`config.mk`:
```
export PLATFORM = sky130hd
export DESIGN_NAME = mem_arbiter
export DESIGN_NICKNAME = d
export VERILOG_FILES = /design/src/rtl/mem_arbiter.sv
export SDC_FILE = /design/constraint.sdc
export NUM_CORES = 1
export LEC_CHECK = 0
export ABC_AREA = 0
export CORE_AREA = 2 2 102 104
export CTS_CLUSTER_DIAMETER = 60
export DETAILED_ROUTE_END_ITERATION = 6
export DIE_AREA = 0 0 104 106
export GPL_TIMING_DRIVEN = 0
export PLACE_DENSITY = 0.73
export SLEW_MARGIN = 20
export SYNTH_ARGS = -nofsm -noshare
export SYNTH_HDL_FRONTEND = slang
export SYNTH_SLANG_ARGS = --single-unit
```
`constraint.sdc`:
```
create_clock -name CLK -period 6.5 [get_ports CLK]
set_clock_uncertainty 0.2 [all_clocks]
set_input_delay 1.625 -clock CLK [delete_from_list [all_inputs] [get_ports CLK]]
set_output_delay 1.625 -clock CLK [all_outputs]
set_load 0.01 [all_outputs]
```
`src/rtl/mem_arbiter.sv`:
```
// Arbitrates one instruction port and one data port onto a single RAM port.
// Data wins unless an instruction waits right after a data completion; per-access timeout latches ERR.
module mem_arbiter #(
  parameter int unsigned TIMEOUT = 15
) (
  input  logic        CLK,
  input  logic        RST,
  input  logic        iREN,
  input  logic [31:0] iaddr,
  output logic        iwait,
  output logic [31:0] iload,
  input  logic        dREN,
  input  logic        dWEN,
  input  logic [31:0] daddr,
  input  logic [31:0] dstore,
  output logic        dwait,
  output logic [31:0] dload,
  output logic        ramREN,
  output logic        ramWEN,
  output logic [31:0] ramaddr,
  output logic [31:0] ramstore,
  input  logic [31:0] ramload,
  input  logic        ramready,
  output logic        timeout_err
);

  localparam int CW = ($clog2(TIMEOUT + 1) < 4) ? 4 : $clog2(TIMEOUT + 1);
  localparam logic [CW-1:0] TMO = CW'(TIMEOUT);

  typedef enum logic [1:0] {IDLE, IACC, DACC, ERR} state_t;

  state_t        state_q, state_d;
  logic          last_d_q, last_d_d;
  logic [CW-1:0] cnt_q, cnt_d;
  logic          dreq;

  assign dreq  = dREN | dWEN;
  assign iload = ramload;
  assign dload = ramload;

  always_ff @(posedge CLK) begin
    if (RST) begin
      state_q  <= IDLE;
      last_d_q <= 1'b0;
      cnt_q    <= '0;
    end else begin
      state_q  <= state_d;
      last_d_q <= last_d_d;
      cnt_q    <= cnt_d;
    end
  end

  always_comb begin
    state_d     = state_q;
    last_d_d    = last_d_q;
    cnt_d       = cnt_q;
    ramREN      = 1'b0;
    ramWEN      = 1'b0;
    ramaddr     = '0;
    ramstore    = '0;
    iwait       = 1'b1;
    dwait       = 1'b1;
    timeout_err = 1'b0;

    case (state_q)
      IDLE: begin
        cnt_d = '0;
        if (dreq && !(iREN && last_d_q)) state_d = DACC;
        else if (iREN)                   state_d = IACC;
      end
      IACC: begin
        ramaddr = iaddr;
        if (!iREN) begin
          state_d = IDLE;
        end else begin
          ramREN = 1'b1;
          if (ramready) begin
            iwait    = 1'b0;
            last_d_d = 1'b0;
            state_d  = IDLE;
          end else if (cnt_q == TMO) begin
            state_d = ERR;
          end else if (cnt_q != '1) begin
            cnt_d = cnt_q + 1'b1;
          end
        end
      end
      DACC: begin
        ramaddr  = daddr;
        ramstore = dstore;
        ramWEN   = dWEN;
        ramREN   = dREN & ~dWEN;
        if (!dreq) begin
          state_d = IDLE;
        end else if (ramready) begin
          dwait    = 1'b0;
          last_d_d = 1'b1;
          state_d  = IDLE;
        end else if (cnt_q == TMO) begin
          state_d = ERR;
        end else if (cnt_q != '1) begin
          cnt_d = cnt_q + 1'b1;
        end
      end
      ERR: begin
        timeout_err = 1'b1;
      end
      default: state_d = IDLE;
    endcase

    // Reset masks the handshake outputs so an in-flight completion cannot leak out.
    if (RST) begin
      ramREN      = 1'b0;
      ramWEN      = 1'b0;
      iwait       = 1'b1;
      dwait       = 1'b1;
      timeout_err = 1'b0;
    end
  end

endmodule

```
==> metrics <==
status completed; Worst Tran Pin Value 570 ps; vias 2531; Max FO, Critical Path 6; Synth Flop Type dfxtp_1; initial core utilization 16.5%; Lkg Pwr 1.61 nW; Warnings, synthesis 0; Finished Core Util 42.0%; die area 11000 um2; max_slew headroom 62.0%; clock latency at the later pin of the worst-skew pair 230 ps; min cycle time layout 5160 ps; Cells after Synth 244; arrival time worst endpoint 3330 ps; Internal Power 0.000320 W; Cell Chain, Critical Path clkdlybuf4s50_1, inv_1, or4_1, clkdlybuf4s50_1; post-synthesis compound-gate area fraction 24.8%; fin. max-slew vios 0; Post-synth EDFFs 0; placed cell count 614; Post-Syn Nets 384; Max-Cap Viols 0; first-pass GRT wire length 12400 um; setup TNS 0 ps; number of nets in the layout 623; CP Data Required Time 4680 ps; H-tree Lvls 1; final hold viol count 0; Clock power frac 12.3%; Synth top area share 29.2%; Area contributors post-synth buf_4 29%, a22oi_1 15%, and2_1 12%, dfxtp_1 8.5%, nor2_1 7.8%; multiplexer area fraction after synthesis 0%; WP buf/inv 3; Crit Path Category in -> out; hold path startpoint cnt_q[1]$_SDFFE_PP0P_; DRC 0; DRT Pass-1 Iters 4; Logic pwr share 77.9%; period utilisation layout 79.4%; post-CTS setup buffers 0; largest family of logic cells by synthesized area buffers and inverters; Num Clock Sinks 7; global route overflow 0; XOR/XNOR Fraction of Synth Area 0%; std cell rows 37; asr flop ratio synth 0%; top cell family by delay on the critical path buffers and inverters; synthesis-to-layout area growth 155%; DIE WIDTH 104 um; CTS tree done; largest net degree at the start of global routing 11; initial antenna violation count 0; slowest stage delay, CP 550 ps; Die Span Y 106 um; CP Launch Type primary input; Tot GR Track Use 13.5%; fill cell count 1014; commonest non-fill, non-tap cell in the layout clkdlybuf4s50_1; Pwr Density 122 nW/um2; fmax 194 MHz; Routed Wire Length 8070 um; Final setup viols 0; Vias/cell 4.10; launch point of the worst path ramready; Clock Tree Buf Depth 2; non-filler cells, final 618; cts hold-fix bufs 0; Seq/Total Area, Yosys 8.52%; Max stage delay cell, worst path clkdlybuf4s50_1; commonest cells after routing, fill and taps aside 234 x clkdlybuf4s50_1, 64 x buf_4, 34 x nor2_1, 32 x a22oi_1, 32 x and2_1; simple-gate share of the synthesized area 27.2%; Cell Area, Synth 1650 um2; post-CTS resize count 0; Sw Share 37.3%; Sw Pwr 0.000191 W; Starting DRT DRC Count 102; vias in the first global route 2507; cts bufs inserted 3; CP Capture Type output port; gpl congestion 0.787; Synth area leader buf_4; sequential fraction of design power 9.8%; Reg2Reg Launch Point state_q[0]$_SDFFE_PP0P_; Worst-path clk slew 40 ps; Hold WC Path Type reg -> reg; fraction of layout cells with a size suffix above 1 14.7%; HPWL after DPL 6900 um; Core Area 10000 um2; Crit path top cell by count clkdlybuf4s50_1; Ports 267; maximum vdd ir drop 0.0000519 V; Post-Synth Adder-Cell Area 4.56%; #FFs+latches synth 7; Distinct cells, synth 32; Post-DRT Antenna Nets 0; Avg Cell Area, Syn 6.74 um2; Port Buffers 234; Routed wire per std cell 13.1 um; RSZ-0062 raised after global routing false; root buffer cell clkbuf_8; ANT cells 0
==> power by group through the flow <==
stage | Combinational, W | Sequential, W | Clock [W]
floorplan | 0.000181 | 0.0000499 | 0
global placement | 0.000394 | 0.0000504 | 0
global route | 0.000430 | 0.0000507 | 0.0000641
detailed placement | 0.000399 | 0.0000509 | 0
finish | 0.000398 | 0.0000501 | 0.0000631
CTS | 0.000402 | 0.0000502 | 0.0000618
==> sequential cells by signal, summed over array words and instances, names as in the netlist <==
name	flops
cnt_q	4
state_q	2
last_d_q	1
==> final timing paths <==
path	endpoint	slack [ps]	depth (start not counted)
setup / recovery	dwait	1340	4
hold / removal	cnt_q[1]$_SDFFE_PP0P_	290	2
setup reg to reg	cnt_q[0]$_SDFFE_PP0P_	4230	7
hold reg to reg	cnt_q[1]$_SDFFE_PP0P_	290	2
==> Yosys cell counts (2+ instances only) <==
library cell   n
a31oi_1        3
buf_1          2
inv_1          7
buf_4         64
a211oi_1       4
nor3b_1        2
nand3_1        3
o21ai_0        4
and2_1        32
dfxtp_1        7
a311oi_1       2
ha_1           6
nand2_1        6
clkbuf_1      13
a21oi_1        7
a22oi_1       32
nor2_1        34
or4_1          2
==> logic make-up after synthesis <==
logic type      after synthesis
buf+inv                      87
simple gates                 87
compound gates               57
flops                         7
fa+ha+maj                     6
==> per-layer routing <==
layer	track usage, %	wire length, um
met1	15.0	3020
met2	25.7	4140
met4	1.83	57
met5	0	0
met3	4.17	848
==> worst reg2reg max path, delay by kind of cell (launching register included) <==
family          cells  cell delay [ps]
buf+inv             3              700
flops               1              410
fa+ha+maj           1              400
compound gates      2              280
simple gates        1              140
==> layout make-up <==
cell class / count / area [um2] / share of cell area [%]
plain buffers: 80 / 548 / 13.0
clock buffers: 4 / 45.0 / 1.07
inverters: 7 / 26.3 / 0.625
multi-input cells: 150 / 931 / 22.1
flip-flops and latches: 7 / 140 / 3.33
well taps: 136 / 170 / 4.05
repair buffers: 234 / 2340 / 55.7
==> per-stage QoR <==
| step | total power (W) | setup WS (ps) | hold WS, ps | area, um2 |
|---|---|---|---|---|
| after floorplan | 0.000230 | 2440 | 262 | 1650 |
| after global placement | 0.000445 | 1350 | 275 | 4160 |
| after detailed placement | 0.000450 | 1340 | 283 | 4160 |
| after CTS | 0.000514 | 1330 | 288 | 4200 |
| after global routing | 0.000544 | 1250 | 319 | 4200 |
| final | 0.000511 | 1340 | 286 | 4200 |
No activity file was read; power rests on OpenSTA's default activity.
